`src/rtl/event_stamp_buffer.sv`:
```
// event_stamp_buffer
// Records stop-hit time stamps relative to a start hit. Every rising edge of
// clkEvent is a hit. The first accepted hit after reset is the start hit and
// latches the coarse count into t0. Each later accepted hit stores
// {coarse delta from t0, fine population count of the delay-line thermometer}.
// Once DEPTH stamps are held the buffer is FULL, and further hits are only
// counted as dropped. Only reset leaves FULL.
//
// Ports
//   reset      async active-high reset; clears state, flags and all entries
//   clkEvent   hit clock; each rising edge is one hit
//   en         hit acceptance enable, sampled on clkEvent
//   count      11-bit coarse count from the upstream coarse counter
//   therm      TAPS-wide thermometer code from the tapped delay line
//   rd_addr    readout index
//   rd_data    {delta[10:0], fine[4:0]} at rd_addr, or 0 beyond hit_count
//   t0         coarse count latched at the start hit
//   hit_count  number of stored stamps
//   state      IDLE=0, CAPTURE=1, FULL=2
//   full       high in FULL
//   overflow   sticky: a hit was dropped
//   dropped    dropped-hit count, saturating at 15
module event_stamp_buffer #(
    parameter int DEPTH = 8,
    parameter int TAPS  = 16,
    localparam int AW   = $clog2(DEPTH)
) (
    input  logic            reset,
    input  logic            clkEvent,
    input  logic            en,
    input  logic [10:0]     count,
    input  logic [TAPS-1:0] therm,
    input  logic [AW-1:0]   rd_addr,
    output logic [15:0]     rd_data,
    output logic [10:0]     t0,
    output logic [AW:0]     hit_count,
    output logic [1:0]      state,
    output logic            full,
    output logic            overflow,
    output logic [3:0]      dropped
);

    typedef enum logic [1:0] {
        S_IDLE    = 2'd0,
        S_CAPTURE = 2'd1,
        S_FULL    = 2'd2,
        S_ILLEGAL = 2'd3
    } state_t;

    state_t cur_state, nxt_state;

    logic [DEPTH-1:0][15:0] entry;
    logic [10:0]            delta;
    logic [4:0]             fine;
    logic                   t0_we;
    logic                   hit_we;
    logic                   drop_hit;

    // Coarse delta wraps modulo 2048 so a start near the top of the counter
    // range still yields the correct elapsed count.
    assign delta = count - t0;

    // Population count rather than a priority encoder, so a bubble in the
    // thermometer costs at most one LSB instead of corrupting the code.
    always_comb begin
        fine = '0;
        for (int i = 0; i < TAPS; i++)
            fine = fine + 5'(therm[i]);
    end

    always_comb begin
        nxt_state = cur_state;
        t0_we     = 1'b0;
        hit_we    = 1'b0;
        drop_hit  = 1'b0;
        case (cur_state)
            S_IDLE: begin
                if (en) begin
                    t0_we     = 1'b1;
                    nxt_state = S_CAPTURE;
                end
            end
            S_CAPTURE: begin
                if (en) begin
                    hit_we = 1'b1;
                    // This write fills the last slot.
                    if (hit_count == (AW+1)'(DEPTH-1))
                        nxt_state = S_FULL;
                end
            end
            S_FULL: begin
                if (en)
                    drop_hit = 1'b1;
            end
            default: nxt_state = S_IDLE;  // encoding 3 is unreachable; recover on any edge
        endcase
    end

    always_ff @(posedge clkEvent or posedge reset) begin
        if (reset) begin
            cur_state <= S_IDLE;
            t0        <= '0;
            hit_count <= '0;
            overflow  <= 1'b0;
            dropped   <= '0;
            entry     <= '0;
        end else begin
            cur_state <= nxt_state;
            if (t0_we)
                t0 <= count;
            if (hit_we) begin
                entry[hit_count[AW-1:0]] <= {delta, fine};
                hit_count                <= hit_count + 1'b1;
            end
            if (drop_hit) begin
                overflow <= 1'b1;
                if (dropped != 4'hF)
                    dropped <= dropped + 1'b1;
            end
        end
    end

    // Slots at or above hit_count read as zero even if they hold stale data.
    always_comb begin
        rd_data = '0;
        if ({1'b0, rd_addr} < hit_count)
            rd_data = entry[rd_addr];
    end

    assign state = cur_state;
    assign full  = (cur_state == S_FULL);

endmodule

```
`config.mk`:
```
export PLATFORM = sky130hd
export DESIGN_NAME = event_stamp_buffer
export DESIGN_NICKNAME = d
export VERILOG_FILES = /design/src/rtl/event_stamp_buffer.sv
export SDC_FILE = /design/constraint.sdc
export NUM_CORES = 1
export LEC_CHECK = 0
export ABC_CLOCK_PERIOD_IN_PS = 8920
export BUFFER_PORTS_ARGS = -buffer_cell sky130_fd_sc_hd__buf_2
export CORE_ASPECT_RATIO = 0.5
export CORE_MARGIN = 4
export CORE_UTILIZATION = 64
export CTS_CLUSTER_DIAMETER = 80
export DETAILED_ROUTE_END_ITERATION = 16
export PLACE_DENSITY = 0.83
export SLEW_MARGIN = 20
export SYNTH_ARGS = -nofsm -noshare
export SYNTH_HDL_FRONTEND = slang
export SYNTH_SLANG_ARGS = --single-unit
```
`constraint.sdc`:
```
create_clock -name clkEvent -period 8.92 [get_ports clkEvent]
set_clock_uncertainty 0.05 [all_clocks]
set_input_delay 1.784 -clock clkEvent [delete_from_list [all_inputs] [get_ports clkEvent]]
set_output_delay 1.784 -clock clkEvent [all_outputs]
set_load 0.03 [all_outputs]
```
==> results.sh, run 1 <==
export IMPL_post_cts_setup_buffer_count=0
export IMPL_grt_remaining_overflow=0
export IMPL_die_area_um2=13700
export IMPL_drt_drc_violations_left=0
export IMPL_detail_route_iter0_violations=465
export IMPL_fin_crit_ns=5.90
export IMPL_floorplan_die_height_um=84.8
export IMPL_first_pass_iters=10
export IMPL_hpwl_dp_mm=11.1
export IMPL_synth_area_per_cell_um2=11.2
export IMPL_clkSlewWorstSetupHoldPaths_ns=0.06
export IMPL_i_o_pins=72
export IMPL_placement_rows=27
export IMPL_first_pass_grt_wire_length_mm=30.3
export IMPL_finalMaxSlewViolations=0
export IMPL_worst_path_max_fanout=19
export IMPL_fp_dieW_um=162
export IMPL_synth_enable_flop_cells=0
export IMPL_power_density_nw_per_um2=403
export IMPL_avgViaCountPerCell=6.04
export IMPL_finalHoldWorstSlack_ns=0.401
export IMPL_core_area_um2=11200
export IMPL_grt_total_usage_pct=29.0
export IMPL_grt_pass1_vias=5856
export IMPL_tritoncts_num_buffers=17
export IMPL_cts_hold_buffers_added=0
export IMPL_tritoncts="done"
export IMPL_vdd_drop_max_v=0.000297
export IMPL_final_common_cell="sky130_fd_sc_hd__dfrtp_1"
export IMPL_layout_cells_most_common_list="sky130_fd_sc_hd__dfrtp_1 (150), sky130_fd_sc_hd__nand2_1 (110), sky130_fd_sc_hd__buf_2 (71)"
export IMPL_synth_seq_area_share_pct=49.7
export IMPL_cts_root_to_sink_buffers=2
export IMPL_ys_seq_elements=150
export IMPL_cts_resized_gates=0
export IMPL_timing_worst_slew_pin_value_ns=1.14
export IMPL_post_route_period_util_pct=66.2
export IMPL_worst_ep_arrival_time_ns=4.07
export IMPL_clock_sink_count=150
export IMPL_syn2layout_area_growth_pct=15.0
export IMPL_grt_antenna_before_repair=0
export IMPL_synth_cell_type_count=48
export IMPL_class_of_the_tightest_hold_or_removal_check="reg2reg"
export IMPL_p_leak_nw=4.12
export IMPL_final_net_count=801
export IMPL_critical_path_class="in2out"
export IMPL_synthesis_instances=675
export IMPL_root_buffer="sky130_fd_sc_hd__clkbuf_16"
export IMPL_grt_setup_unrepaired="false"
export IMPL_setup_viol_count_final=0
export IMPL_netlist_area_um2=7550
export IMPL_worst_ep_required_ns=7.09
export IMPL_asyncSetResetFlopFracSynth_pct=100
export IMPL_gpl_final_weighted_congestion=0.863
export IMPL_n_fill_cell=673
export IMPL_syn_num_nets=738
export IMPL_synth_flop_cell="sky130_fd_sc_hd__dfrtp_1"
export IMPL_htreeDepth=4
export IMPL_synth_warnings=0
export IMPL_tns_ns=0
export IMPL_clock_latency_ns=0.43
export IMPL_numPortBuffers=71
export IMPL_drv_max_cap_violation_count=0
export IMPL_multiInputGateArea_um2=3540
export IMPL_sequential_cell_area_um2=3750
export IMPL_critPathLaunchType="input port"
export IMPL_drt_wl_total_mm=18.5
export IMPL_avgRoutedWirePerCell_um=20.3
export IMPL_worst_setup_path_end_kind="output pin"
export IMPL_hold_violations=0
export IMPL_achievable_frequency_mhz=169
export IMPL_num_antenna_cells=0
export IMPL_timing_slew_headroom_pct=24.0
export IMPL_largest_net_degree_at_the_start_of_global_routing=85
export IMPL_detailroute_via_count=5494
export IMPL_run_status="finished clean"
export IMPL_drive_gt1_share_pct=24.9
export IMPL_floorplan_initialDensity_pct=67.1
export IMPL_postRouteAntennaNets=0
[kinds of logic after synthesis]
| kind of cell | Yosys count | synth area share [%] |
|---|---|---|
| adder cells (fa/ha/maj) | 30 | 6.06 |
| AO/OA/AOI/OAI | 142 | 10.4 |
| XOR/XNOR | 14 | 1.82 |
| multiplexers | 88 | 17.6 |
| flip-flops | 150 | 49.7 |
| AND/OR/NAND/NOR | 184 | 10.9 |
| buffers and inverters | 67 | 3.55 |
[power by group]
group          leakage [nW]  switching (mW)  internal (mW)  total [mW]
clock network         0.316           0.287          0.522       0.810
registers              1.87           0.193          0.988        1.18
logic                  1.94           0.951          0.561        1.51
[metrics by stage]
step	setup slack (ns)	util, %	power, mW	cells	cell area (um^2)
after floorplan	3.05	-	2.22	675	7550
after detailed placement	3.07	71.3	2.64	878	8020
after CTS	3.02	77.1	3.49	910	8680
after global routing	2.81	77.2	3.72	910	8690
after global placement	3.16	71.3	2.56	878	8020
final	3.02	77.2	3.50	910	8690
[cell type report]
type	instances	share of cell area (%)
clock inverter	14	2.66
clock buffer	18	4.94
timing repair buffer	76	4.57
inverter	35	1.57
multi-input combinational	458	40.8
sequential	150	43.2
tap	159	2.29
[flip-flops by register name, indices dropped and copies added (netlist names)]
signal and count:
overflow 1, dropped 4, entry 128, hit_count 4, t0 11, state 2
[final timing paths]
path                               end  depth (start not counted)  slack [ns]        from
min in group asynchronous   dropped[3]                          2        1.39       reset
setup / recovery           rd_data[10]                          9        3.02  rd_addr[0]
hold reg to reg               overflow                          1        0.40    overflow
setup reg to reg             entry[24]                          4        6.42    state[1]
max in group asynchronous    entry[13]                          3        6.27       reset
hold / removal                overflow                          1        0.40    overflow
[critical path, stage by stage]
cell and delay [ns]:
sky130_fd_sc_hd__buf_2 0.58, sky130_fd_sc_hd__buf_4 0.44, sky130_fd_sc_hd__nand2b_1 0.15, sky130_fd_sc_hd__a21o_1 0.11, sky130_fd_sc_hd__a21oi_1 0.06, sky130_fd_sc_hd__nor2_1 0.32
sky130_fd_sc_hd__buf_4 0.32, sky130_fd_sc_hd__nor2_1 0.09, sky130_fd_sc_hd__buf_2 0.19
[cells in the mapped netlist (all sizes together), types with 4 or more instances]
cell type  number  share of area (%)
mux2i          17                2.3
mux2           39                5.8
nand3           6               0.53
xor2            4               0.46
nand2b          5               0.41
mux4           32                9.5
a31oi           5               0.50
dfrtp         150                 50
clkbuf         18               0.89
a21oi          24                1.6
o21ai          95                6.3
a21o            7               0.70
ha             19                3.1
nor2           44                2.4
nor2b           5               0.51
xnor2          10                1.4
fa             11                2.9
nand2         113                5.7
inv            35                1.7
buf            14               0.91
[per-layer routing]
layer	vias to the layer above	wire (um)	GRT usage [%]
met5	-	0	0
met4	0	439	9.52
met3	50	1610	8.97
met2	256	8700	47.0
met1	2713	7730	38.0
li1	2475	-	-
Note: power is estimated with default switching activity, not from simulation.
==> inputs of run 2 (changes only) <==
--- a/config.mk
+++ b/config.mk
@@ -5,14 +5,15 @@
 export SDC_FILE = /design/constraint.sdc
 export NUM_CORES = 1
 export LEC_CHECK = 0
-export ABC_CLOCK_PERIOD_IN_PS = 8920
+export ABC_AREA = 1
+export ABC_CLOCK_PERIOD_IN_PS = 6160
 export BUFFER_PORTS_ARGS = -buffer_cell sky130_fd_sc_hd__buf_2
 export CORE_ASPECT_RATIO = 0.5
 export CORE_MARGIN = 4
-export CORE_UTILIZATION = 64
+export CORE_UTILIZATION = 60
 export CTS_CLUSTER_DIAMETER = 80
 export DETAILED_ROUTE_END_ITERATION = 16
-export PLACE_DENSITY = 0.83
+export PLACE_DENSITY = 0.78
 export SLEW_MARGIN = 20
 export SYNTH_ARGS = -nofsm -noshare
 export SYNTH_HDL_FRONTEND = slang
==> constraint.sdc (replaced) <==
create_clock -name clkEvent -period 6.16 [get_ports clkEvent]
set_clock_uncertainty 0.05 [all_clocks]
set_input_delay 1.232 -clock clkEvent [delete_from_list [all_inputs] [get_ports clkEvent]]
set_output_delay 1.232 -clock clkEvent [all_outputs]
set_load 0.03 [all_outputs]
==> run 2 against run 1 <==
Effect of this change: sequential cell count unchanged; largest cell class unchanged; sequential power down 14%; global-route usage down 0.47 points; critical path depth up 6; sequential share of layout area down 1.5 points; clock power up 31%.
==> results.sh, run 2 <==
export IMPL_postLayoutCoreUtil_pct=69.8
export IMPL_max_flop_register="entry"
export IMPL_post_cts_setup_buffer_count=0
export IMPL_detailroute_via_count=7182
export IMPL_timing_slew_headroom_pct=32.8
export IMPL_cts_hold_buffers_added=0
export IMPL_setup_viol_count_final=0
export IMPL_syn2layout_area_growth_pct=12.0
export IMPL_syn_num_nets=1102
export IMPL_run_status="finished clean"
export IMPL_postRouteAntennaNets=0
export IMPL_source_of_the_worst_register_to_register_timing_path="state[1]"
export IMPL_timing_worst_slew_pin_value_ns=1.00
export IMPL_synth_compound_gate_area_share_pct=9.91
export IMPL_drt_drc_violations_left=0
export IMPL_dominant_combinational_cell_family_by_area_after_synthesis="simple AND/OR/NAND/NOR gates"
export IMPL_power_density_nw_per_um2=281
export IMPL_hpwl_dp_mm=13.3
export IMPL_worst_ep_arrival_time_ns=4.89
export IMPL_post_route_period_util_pct=74.7
export IMPL_htreeDepth=4
export IMPL_hold_violations=0
export IMPL_multiInputGateArea_um2=3690
export IMPL_timing_hold_worst_start="entry[2]"
export IMPL_worst_ep_required_ns=6.45
export IMPL_synth_enable_flop_cells=0
export IMPL_class_of_the_tightest_hold_or_removal_check="reg2reg"
export IMPL_p_leak_nw=4.74
export IMPL_grt_remaining_overflow=0
export IMPL_floorplan_initialDensity_pct=62.4
export IMPL_core_area_um2=12900
export IMPL_detail_route_iter0_violations=795
export IMPL_placement_rows=29
export IMPL_final_net_count=1153
export IMPL_area_share_of_fa_ha_maj_cells_after_synthesis_pct=5.70
export IMPL_clkSlewWorstSetupHoldPaths_ns=0.07
export IMPL_avgRoutedWirePerCell_um=16.7
export IMPL_layout_cells_most_common_list="sky130_fd_sc_hd__nand2_1 (350), sky130_fd_sc_hd__dfrtp_1 (150), sky130_fd_sc_hd__nor2_1 (113)"
export IMPL_root_buffer="sky130_fd_sc_hd__clkbuf_16"
export IMPL_synth_area_per_cell_um2=7.73
export IMPL_leading_cell_type_by_number_of_instances_after_synthesis="sky130_fd_sc_hd__nand2_1"
export IMPL_clock_sink_count=150
export IMPL_fp_dieW_um=172
export IMPL_worst_path_largest_cell_delay_ns=0.57
export IMPL_i_o_pins=72
export IMPL_post_synth_mux_area_share_pct=0.280
export IMPL_critical_path_class="in2reg"
export IMPL_worst_path_max_fanout=8
export IMPL_vdd_drop_max_v=0.000238
export IMPL_synth_seq_area_share_pct=46.7
export IMPL_first_pass_iters=5
export IMPL_grt_pass1_vias=6827
export IMPL_synthesis_instances=1039
export IMPL_synth_common_cells="sky130_fd_sc_hd__nand2_1 (350), sky130_fd_sc_hd__dfrtp_1 (150), sky130_fd_sc_hd__nor2_1 (113), sky130_fd_sc_hd__o21ai_0 (92), sky130_fd_sc_hd__nand3_1 (85)"
export IMPL_total_power_mw=2.53
export IMPL_fin_crit_ns=4.60
export IMPL_drive_gt1_share_pct=12.7
export IMPL_largest_registers_in_the_final_layout="entry (128), t0 (11)"
export IMPL_first_pass_grt_wire_length_mm=35.1
export IMPL_netlist_area_um2=8030
export IMPL_die_area_um2=15400
export IMPL_finalMaxSlewViolations=0
export IMPL_setup_worst_path_start="therm[0]"
export IMPL_critPathLaunchType="input port"
export IMPL_synthSimpleGateAreaFrac_pct=28.8
export IMPL_num_antenna_cells=0
export IMPL_synth_flop_cell="sky130_fd_sc_hd__dfrtp_1"
export IMPL_tns_ns=0
export IMPL_final_common_cell="sky130_fd_sc_hd__nand2_1"
export IMPL_achievable_frequency_mhz=217
export IMPL_sequential_cell_area_um2=3750
export IMPL_reg2reg_slack_ns=3.87
export IMPL_drt_wl_total_mm=21.2
export IMPL_gpl_final_weighted_congestion=0.813
export IMPL_floorplan_die_height_um=89.8
export IMPL_synth_warnings=0
export IMPL_cts_resized_gates=0
export IMPL_synth_area_leader_cell="sky130_fd_sc_hd__dfrtp_1"
export IMPL_crit_end="entry[18]"
export IMPL_avgViaCountPerCell=5.64
export IMPL_ys_seq_elements=150
export IMPL_synth_top_area_share_pct=46.7
export IMPL_slowest_stage="sky130_fd_sc_hd__xnor2_1"
export IMPL_grt_antenna_before_repair=1
export IMPL_drv_max_cap_violation_count=0
export IMPL_cts_root_to_sink_buffers=2
export IMPL_tritoncts="done"
export IMPL_asyncSetResetFlopFracSynth_pct=100
export IMPL_n_fill_cell=1043
export IMPL_worstReg2RegEnd="entry[16]"
export IMPL_synth_top_cells_by_area="sky130_fd_sc_hd__dfrtp_1 (47%), sky130_fd_sc_hd__nand2_1 (16%), sky130_fd_sc_hd__o21ai_0 (5.7%)"
export IMPL_grt_setup_unrepaired="false"
export IMPL_tritoncts_num_buffers=17
export IMPL_path_cells="buf_2 > inv_1 > fa_1 > inv_1 > fa_1 > fa_1 > inv_1 > fa_1 > inv_1 > ha_1 > inv_1 > fa_1 > xnor2_1 > nand2_1 > o21ai_0"
export IMPL_synth_xor_xnor_area_share_pct=1.20
export IMPL_synth_cell_type_count=30
export IMPL_clock_latency_ns=0.43
export IMPL_grt_total_usage_pct=28.5
export IMPL_largest_register_ffs=128
export IMPL_worst_setup_path_end_kind="register"
export IMPL_numPortBuffers=71
export IMPL_largest_net_degree_at_the_start_of_global_routing=101
export IMPL_timing_reg2reg_worst_path_depth=5
==> run 2: cell types whose count changed after synthesis, moves of 32 or more <==
cell                      before  now
sky130_fd_sc_hd__o21ai_0      35   92
sky130_fd_sc_hd__inv_1        33   81
sky130_fd_sc_hd__nor2_1       41  113
sky130_fd_sc_hd__o21ai_1      60   11
sky130_fd_sc_hd__nand2_1     112  350
sky130_fd_sc_hd__nand3_1       4   85
sky130_fd_sc_hd__mux4_2       32    0
==> run 2: power breakdown <==
| group | total, mW | internal, mW | leakage, nW | switching (mW) |
|---|---|---|---|---|
| Sequential | 1.01 | 0.999 | 1.93 | 0.0152 |
| Combinational | 0.453 | 0.132 | 2.52 | 0.322 |
| Clock | 1.06 | 0.588 | 0.291 | 0.471 |
| Total | 2.53 | 1.72 | 4.74 | 0.808 |
==> run 2: area by class of cell <==
class                           instances  area share, %
Sequential cell                       150           41.7
Clock inverter                         14           1.70
Timing Repair Buffer                   78           4.53
Tap cell                              170           2.36
Inverter                               90           3.81
Multi-Input combinational cell        753           41.0
Clock buffer                           18           4.88
==> run 2: how the worst min path moves through the flow <==
stage	depth (start not counted)	slack (ns)	endpoint
6_report	2	0.43	entry[2]
5_1_grt	2	0.45	entry[70]
4_1_cts	2	0.42	entry[2]
3_5_place_dp	1	0.41	overflow
3_3_place_gp	1	0.40	overflow
2_1_floorplan	2	0.39	entry[50]
==> run 2: cell families (layout without fill, tap and decap cells) <==
logic type | after synthesis | count (layout)
and+or+nand+nor | 563 | 563
DFF | 150 | 150
AOI/OAI and AO/OA | 147 | 147
buffers and inverters | 136 | 200
adders and majority gates | 30 | 30
xor gates and xnor gates | 11 | 11
muxes | 2 | 2
==> run 2: metal layers <==
metal	GRT usage, %	up-vias	routed length (um)
met5	0	-	13
met4	7.05	2	311
met3	7.01	41	1980
met2	41.2	344	9180
met1	43.3	3393	9760
li1	-	3402	-
==> run 2: through the flow <==
stage | worst slack (ns) | std cells | area [um^2] | hold WS, ns
floorplan | 0.842 | 1039 | 8030 | 0.392
global placement | 1.26 | 1241 | 8400 | 0.398
detailed placement | 1.16 | 1241 | 8400 | 0.407
CTS | 1.58 | 1273 | 9000 | 0.425
global route | 1.40 | 1273 | 9000 | 0.448
finish | 1.56 | 1273 | 9000 | 0.431
==> run 2: critical path: cells and delay by family <==
kind | cells | cell delay, ns
adder cells (fa/ha/maj) | 6 | 2.49
buffers and inverters | 6 | 0.33
AO/OA/AOI/OAI | 1 | 0.11
XOR/XNOR | 1 | 0.57
AND/OR/NAND/NOR | 1 | 0.13
